<file path="src/rtl/timer_regs_pkg.sv">
// rtl/timer_regs_pkg.sv - register map, CTRL bit positions and reset constants for timer_regs
package timer_regs_pkg;

  localparam logic [2:0] TMR_MTIME_LO = 3'd0;
  localparam logic [2:0] TMR_MTIME_HI = 3'd1;
  localparam logic [2:0] TMR_CMP_LO   = 3'd2;
  localparam logic [2:0] TMR_CMP_HI   = 3'd3;
  localparam logic [2:0] TMR_CTRL     = 3'd4;
  localparam logic [2:0] TMR_STATUS   = 3'd5;

  localparam int CTRL_EN_BIT     = 0;
  localparam int CTRL_IRQ_EN_BIT = 1;
  localparam int CTRL_PRESC_LSB  = 8;

  localparam int STATUS_MATCH_BIT = 0;

  // Compare register starts at its maximum so nothing matches out of reset.
  localparam logic [63:0] MTIMECMP_RST = 64'hFFFF_FFFF_FFFF_FFFF;

endpackage

</file>
<file path="src/rtl/timer_prescaler.sv">
// rtl/timer_prescaler.sv - divide-by-(presc+1) tick generator for the machine timer
module timer_prescaler #(
  parameter int PRESC_W = 8
) (
  input  logic               clk,
  input  logic               rst_n,
  input  logic               enable,
  input  logic [PRESC_W-1:0] presc,
  input  logic               clear,
  output logic               tick
);

  logic [PRESC_W-1:0] count;

  assign tick = enable && (count == presc);

  // Held at zero while disabled so counting restarts on a clean phase.
  always_ff @(posedge clk or negedge rst_n) begin
    if (!rst_n) begin
      count <= '0;
    end else if (clear || !enable || tick) begin
      count <= '0;
    end else begin
      count <= count + 1'b1;
    end
  end

endmodule

</file>
<file path="src/rtl/timer_regs.sv">
// rtl/timer_regs.sv - memory-mapped 64-bit machine timer with compare, sticky match and irq
module timer_regs
  import timer_regs_pkg::*;
#(
  parameter int          PRESC_W   = 8,
  parameter logic [63:0] MTIME_RST = 64'd0
) (
  input  logic        i_clk,
  input  logic        i_rst,
  input  logic        i_wr,
  input  logic        i_rd,
  input  logic        i_cs,
  input  logic [2:0]  i_addr,
  input  logic [31:0] i_data_in,
  output logic [31:0] o_data_out,
  output logic        o_irq
);

  logic [63:0]        mtime;
  logic [63:0]        mtimecmp;
  logic               ctrl_en;
  logic               ctrl_irq_en;
  logic [PRESC_W-1:0] ctrl_presc;
  logic               match;
  logic [31:0]        snap;
  logic               tick;
  logic               cmp_true;
  logic [31:0]        rd_word;

  logic wr_en, rd_en;
  logic wr_mtime_lo, wr_mtime_hi, wr_cmp_lo, wr_cmp_hi, wr_ctrl, wr_status;
  logic rd_mtime_lo;

  assign wr_en       = i_cs & i_wr;
  assign rd_en       = i_cs & i_rd;
  assign wr_mtime_lo = wr_en && (i_addr == TMR_MTIME_LO);
  assign wr_mtime_hi = wr_en && (i_addr == TMR_MTIME_HI);
  assign wr_cmp_lo   = wr_en && (i_addr == TMR_CMP_LO);
  assign wr_cmp_hi   = wr_en && (i_addr == TMR_CMP_HI);
  assign wr_ctrl     = wr_en && (i_addr == TMR_CTRL);
  assign wr_status   = wr_en && (i_addr == TMR_STATUS);
  assign rd_mtime_lo = rd_en && (i_addr == TMR_MTIME_LO);

  assign cmp_true = (mtime >= mtimecmp);

  timer_prescaler #(
    .PRESC_W (PRESC_W)
  ) u_prescaler (
    .clk    (i_clk),
    .rst_n  (i_rst),
    .enable (ctrl_en),
    .presc  (ctrl_presc),
    .clear  (wr_ctrl),
    .tick   (tick)
  );

  // A software write to either half swallows a coincident tick.
  always_ff @(posedge i_clk or negedge i_rst) begin
    if (!i_rst) begin
      mtime <= MTIME_RST;
    end else if (wr_mtime_lo) begin
      mtime[31:0] <= i_data_in;
    end else if (wr_mtime_hi) begin
      mtime[63:32] <= i_data_in;
    end else if (tick) begin
      mtime <= mtime + 64'd1;
    end
  end

  always_ff @(posedge i_clk or negedge i_rst) begin
    if (!i_rst) begin
      mtimecmp <= MTIMECMP_RST;
    end else begin
      if (wr_cmp_lo) mtimecmp[31:0]  <= i_data_in;
      if (wr_cmp_hi) mtimecmp[63:32] <= i_data_in;
    end
  end

  always_ff @(posedge i_clk or negedge i_rst) begin
    if (!i_rst) begin
      ctrl_en     <= 1'b0;
      ctrl_irq_en <= 1'b0;
      ctrl_presc  <= '0;
    end else if (wr_ctrl) begin
      ctrl_en     <= i_data_in[CTRL_EN_BIT];
      ctrl_irq_en <= i_data_in[CTRL_IRQ_EN_BIT];
      ctrl_presc  <= i_data_in[CTRL_PRESC_LSB +: PRESC_W];
    end
  end

  // Setting beats a same-cycle W1C so a live match is never lost.
  always_ff @(posedge i_clk or negedge i_rst) begin
    if (!i_rst) begin
      match <= 1'b0;
    end else if (cmp_true) begin
      match <= 1'b1;
    end else if (wr_status && i_data_in[STATUS_MATCH_BIT]) begin
      match <= 1'b0;
    end
  end

  always_ff @(posedge i_clk or negedge i_rst) begin
    if (!i_rst) begin
      o_irq <= 1'b0;
    end else begin
      o_irq <= ctrl_irq_en & cmp_true;
    end
  end

  always_ff @(posedge i_clk or negedge i_rst) begin
    if (!i_rst) begin
      snap <= '0;
    end else if (wr_mtime_hi) begin
      snap <= i_data_in;
    end else if (rd_mtime_lo) begin
      snap <= mtime[63:32];
    end
  end

  // MTIME_HI reads the snapshot so a LO/HI pair is coherent across carries.
  always_comb begin
    rd_word = '0;
    case (i_addr)
      TMR_MTIME_LO: rd_word = mtime[31:0];
      TMR_MTIME_HI: rd_word = snap;
      TMR_CMP_LO:   rd_word = mtimecmp[31:0];
      TMR_CMP_HI:   rd_word = mtimecmp[63:32];
      TMR_CTRL: begin
        rd_word[CTRL_EN_BIT]                 = ctrl_en;
        rd_word[CTRL_IRQ_EN_BIT]             = ctrl_irq_en;
        rd_word[CTRL_PRESC_LSB +: PRESC_W]   = ctrl_presc;
      end
      TMR_STATUS:   rd_word[STATUS_MATCH_BIT] = match;
      default:      rd_word = '0;
    endcase
  end

  always_ff @(posedge i_clk or negedge i_rst) begin
    if (!i_rst) begin
      o_data_out <= '0;
    end else if (rd_en) begin
      o_data_out <= rd_word;
    end
  end

endmodule

</file>
<file path="config.mk">
export PLATFORM = sky130hd
export DESIGN_NAME = timer_regs
export DESIGN_NICKNAME = d
export VERILOG_FILES = /design/src/rtl/timer_regs_pkg.sv /design/src/rtl/timer_prescaler.sv /design/src/rtl/timer_regs.sv
export SDC_FILE = /design/constraint.sdc
export NUM_CORES = 1
export LEC_CHECK = 0
export BUFFER_PORTS_ARGS = -buffer_cell sky130_fd_sc_hd__buf_2
export CAP_MARGIN = 20
export CORE_MARGIN = 2
export CORE_UTILIZATION = 60
export DETAILED_ROUTE_END_ITERATION = 10
export PLACE_DENSITY = 0.83
export SYNTH_ARGS = -nofsm -noshare
export SYNTH_HDL_FRONTEND = slang
export SYNTH_HIERARCHICAL = 1
export SYNTH_SLANG_ARGS = --single-unit
</file>
<file path="constraint.sdc">
create_clock -name i_clk -period 4.35 [get_ports i_clk]
set_clock_uncertainty 0.05 [all_clocks]
set_input_delay 0.6525 -clock i_clk [delete_from_list [all_inputs] [get_ports i_clk]]
set_output_delay 0.6525 -clock i_clk [all_outputs]
set_load 0.01 [all_outputs]
</file>
==> impl_summary.md <==
Synthesis
In the post-synthesis netlist, the biggest area contributors are sky130_fd_sc_hd__dfrtp_1 (31%), sky130_fd_sc_hd__dfstp_2 (14%), sky130_fd_sc_hd__ha_1 (6.9%). The main combinational cell family by area after synthesis is simple AND/OR/NAND/NOR gates. The proportion of synthesized area in mux cells is 0.0230. After technology mapping, the gate count stands at 1336.

The commonest cells after synthesis are sky130_fd_sc_hd__nand2_1 (193), sky130_fd_sc_hd__dfrtp_1 (148), sky130_fd_sc_hd__nor2_1 (110). In this run the cell area of the synthesized design comes to 12000 um2. The average instance in the mapped netlist occupies 8.95 um2. In this run, synthesis produced a sequential element count of 212.

The number of nets produced by synthesis is 1442. The count of flip-flops with a built-in enable after synthesis is 0. The synthesized-area fraction occupied by ao, oa, aoi and oai cells came to 0.178. The number of library cell types mapped by synthesis is 71. The synthesized design spends more area on one cell type than any other, namely sky130_fd_sc_hd__dfrtp_1.

In the synthesized netlist the dominant register cell turns out to be sky130_fd_sc_hd__dfrtp_1. The number of warnings printed during yosys synthesis is 6. The share of synthesized area in the top cell type comes to 0.310. The sequential element share of the synthesized area is 0.451. The parity-gate share of the synthesized area counting xor and xnor cells is 0.0358. The post-synthesis simple-gate area fraction is 0.194. Of the total synthesized cell area, the portion taken by full adders, half adders and majority gates is 0.0691.

The most repeated cell in the gate-level netlist after synthesis is sky130_fd_sc_hd__nand2_1. The proportion of register bits with asynchronous set or reset after synthesis is 1.00.

Clock tree
Post-CTS timing repair inserted 0 buffers for setup. TritonCTS built the clock tree. Gates resized during post-CTS repair numbered 0. After clock tree synthesis, the clock-pin slew on the worst setup and hold paths is 0.06 ns. TritonCTS created 23 clock buffers. The buffer depth of the longest clock path is 3. Clock tree synthesis selected as its root buffer the cell sky130_fd_sc_hd__clkbuf_16. The number of buffers inserted for hold repair after clock tree synthesis is 0. The insertion delay to the later sink of the worst-skew pair is 0.52 ns. The count of clock tree sinks is 212. In this run the number of H-tree levels came out at 1.

Critical path
The slowest library cell on the worst path is sky130_fd_sc_hd__nor4_1. The arrival time of the worst setup path is 3.52 ns. The kind of end point of the critical path is a flip-flop. The worst reg2reg path depth is 10.

In this run the number of cells on the critical path is 10. Along the worst path, the maximum fanout reaches 8. On the worst path, the slowest cell contributes a delay of 0.47 ns. In this design, the largest share of critical-path delay is due to simple AND/OR/NAND/NOR gates. The critical path in this run is classified as flip-flop to flip-flop. The worst endpoint required time is 4.67 ns. STA classifies the critical path startpoint as a flip-flop. The critical path goes through xnor2_2 -> nand2_1 -> nor4_1 -> and2_1 -> inv_1 -> a21oi_1 -> nand4_1 -> nor4_1 -> xnor2_1 -> a21oi_1.

The number of buffers and inverters on the critical path is 1.

Floorplan
In this run the core area contains 51 standard-cell rows. The die is 145 um tall. From left edge to right edge, the die measures 145 um. The initial utilization of the core area, before any placement, comes to 0.612. The die covers 21100 um2. Pin placement for this block handled 73 I/O pins. The core region is 19500 um2.

STA
The actual slew at the worst max-slew pin is 1.14 ns. The worst path in the final design needs a cycle of 3.20 ns, including I/O delays and setup. The relative slew slack is 0.239. The sum of negative setup slack is 0 ns.

Static timing analysis puts the maximum clock frequency at 313 MHz. Setup violations remaining at the end of the flow were counted as 0. The max-slew violation total from the final report is 0.

The final-report hold violation count is 0. Setup slack on the critical path of the routed design comes to 1.15 ns. Setup repair after global routing left no endpoint under its margin. The worst hold slack across all endpoints is 0.0753 ns. Dividing the final minimum period by the clock period gives 0.735.

Layout
Measured on the finished design, the core utilization comes to 0.683. The fraction of final layout cells with drive strength greater than 1 is 0.164. The finished layout holds 1659 standard cells, fillers aside.

After the last flow step, the layout net total stands at 1483. The area growth from synthesis to layout is 11.6%. The finished cells cover 13300 um2.

Global routing
The pin count of the biggest net entering global routing is 129. For this run, the total global-route usage over all layers was measured as 0.337. The number of global-route vias before repair is 10439. The first global-routing pass estimated 56.9 mm of wire. Global routing finished with a remaining overflow of 0. The number of antenna violations at the first check in global routing was 1.

Power and ir drop
IR analysis of the VDD net gives a maximum drop of 0.220 mV. The power after layout is 6.73 mW. The leakage power figure is 5.75 nW. For this design the ratio of total power to cell area is 505 nW/um2.

Placement
The post-detailed-placement half-perimeter wirelength is 24.4 mm. The port buffer count is 72. In this run the cell area measured after placement is 12500 um2. The global placement routability congestion is 0.955. The worst slack after detailed placement is 0.977 ns. The number of placed instances, taps included, is 1616.

Drt
Using the TritonRoute via totals, the vias-per-cell ratio works out to 6.53. The detail route stage leaves a number of antenna-violating nets equal to 0. The routed wire length is 35.3 mm. The post-detailed-route DRC marker count is 0. The vias after detailed routing is 10832. The first TritonRoute pass finished after 6 iterations. After the first detailed-routing iteration, the DRC count stood at 1183. Dividing the detail-routed wire length by the instance count gives 21.3 um.

Job
Across the run, the number of max-cap violations was 0.

Status
The flow ran to the end, and the final reports show no timing, DRC or antenna violations.

Hold path
The min-delay analysis places its worst path in the category input port to asynchronous set/reset pin.
[cell type report]
class | instances | area [um2]
Fill cell | 1507 | 6190
Tap cell | 265 | 332
Clock buffer | 33 | 693
Multi-Input combinational cell | 974 | 6010
Sequential cell | 212 | 5390
Clock inverter | 8 | 95.1
Antenna cell | 1 | 2.50
Inverter | 77 | 289
Timing Repair Buffer | 89 | 529
[per-layer routing]
| metal | share of wire | GRT usage |
|---|---|---|
| met1 | 0.40 | 0.475 |
| met2 | 0.44 | 0.516 |
| met3 | 0.12 | 0.0726 |
| met4 | 0.041 | 0.124 |
| met5 | 0 | 0 |
[power by group]
group / internal (mW) / leakage [nW] / switching, mW
combinational: 0.696 / 2.90 / 0.954
clock: 1.22 / 0.388 / 0.815
sequential: 2.52 / 2.46 / 0.527
[cells by family after synthesis]
kind of cell	count (synthesis)
adders and majority gates	66
buffers and inverters	150
DFF	212
muxes	26
AOI/OAI and AO/OA	345
and+or+nand+nor	489
xor gates and xnor gates	48
[worst paths after layout]
kind | start | end | slack, ns
hold reg to reg | o_data_out[0]$_DFFE_PN0P_ | o_data_out[0]$_DFFE_PN0P_ | 0.41
hold / removal | i_rst | mtime[21]$_DFFE_PN0P_ | 0.08
setup reg to reg | ctrl_presc[7]$_DFFE_PN0P_ | mtime[31]$_DFFE_PN0P_ | 1.15
min in group i_clk | i_data_in[18] | mtimecmp[18]$_DFFE_PN1P_ | 0.35
max in group asynchronous | i_rst | mtimecmp[9]$_DFFE_PN1P_ | 3.00
setup / recovery | ctrl_presc[7]$_DFFE_PN0P_ | mtime[31]$_DFFE_PN0P_ | 1.15
[registers in the layout, summed over array words and instances (netlist names)]
register,cells
mtimecmp,64
snap,32
o_data_out,32
ctrl_presc,8
match,1
o_irq,1
ctrl_en,1
u_prescaler/count,8
ctrl_irq_en,1
mtime,64
[placed cells by master (no fill, tap or decap), drive strengths merged, types with 6 or more instances in the layout]
| cell type | count |
|---|---|
| and3 | 21 |
| o211ai | 9 |
| nand2b | 8 |
| mux2i | 14 |
| clkbuf | 34 |
| nor2 | 110 |
| and2 | 10 |
| and4 | 10 |
| o311ai | 7 |
| nand4 | 27 |
| dfstp | 64 |
| mux2 | 12 |
| nor3 | 17 |
| ha | 66 |
| or3 | 7 |
| xnor2 | 35 |
| o31ai | 6 |
| xor2 | 13 |
| a31oi | 32 |
| or4 | 6 |
| dfrtp | 148 |
| nand3 | 57 |
| a211oi | 6 |
| nor4 | 8 |
| nand2 | 193 |
| a21oi | 86 |
| o21ai | 108 |
| inv | 77 |
| a22oi | 60 |
| buf | 88 |
Power figures use the tool's default switching activity.
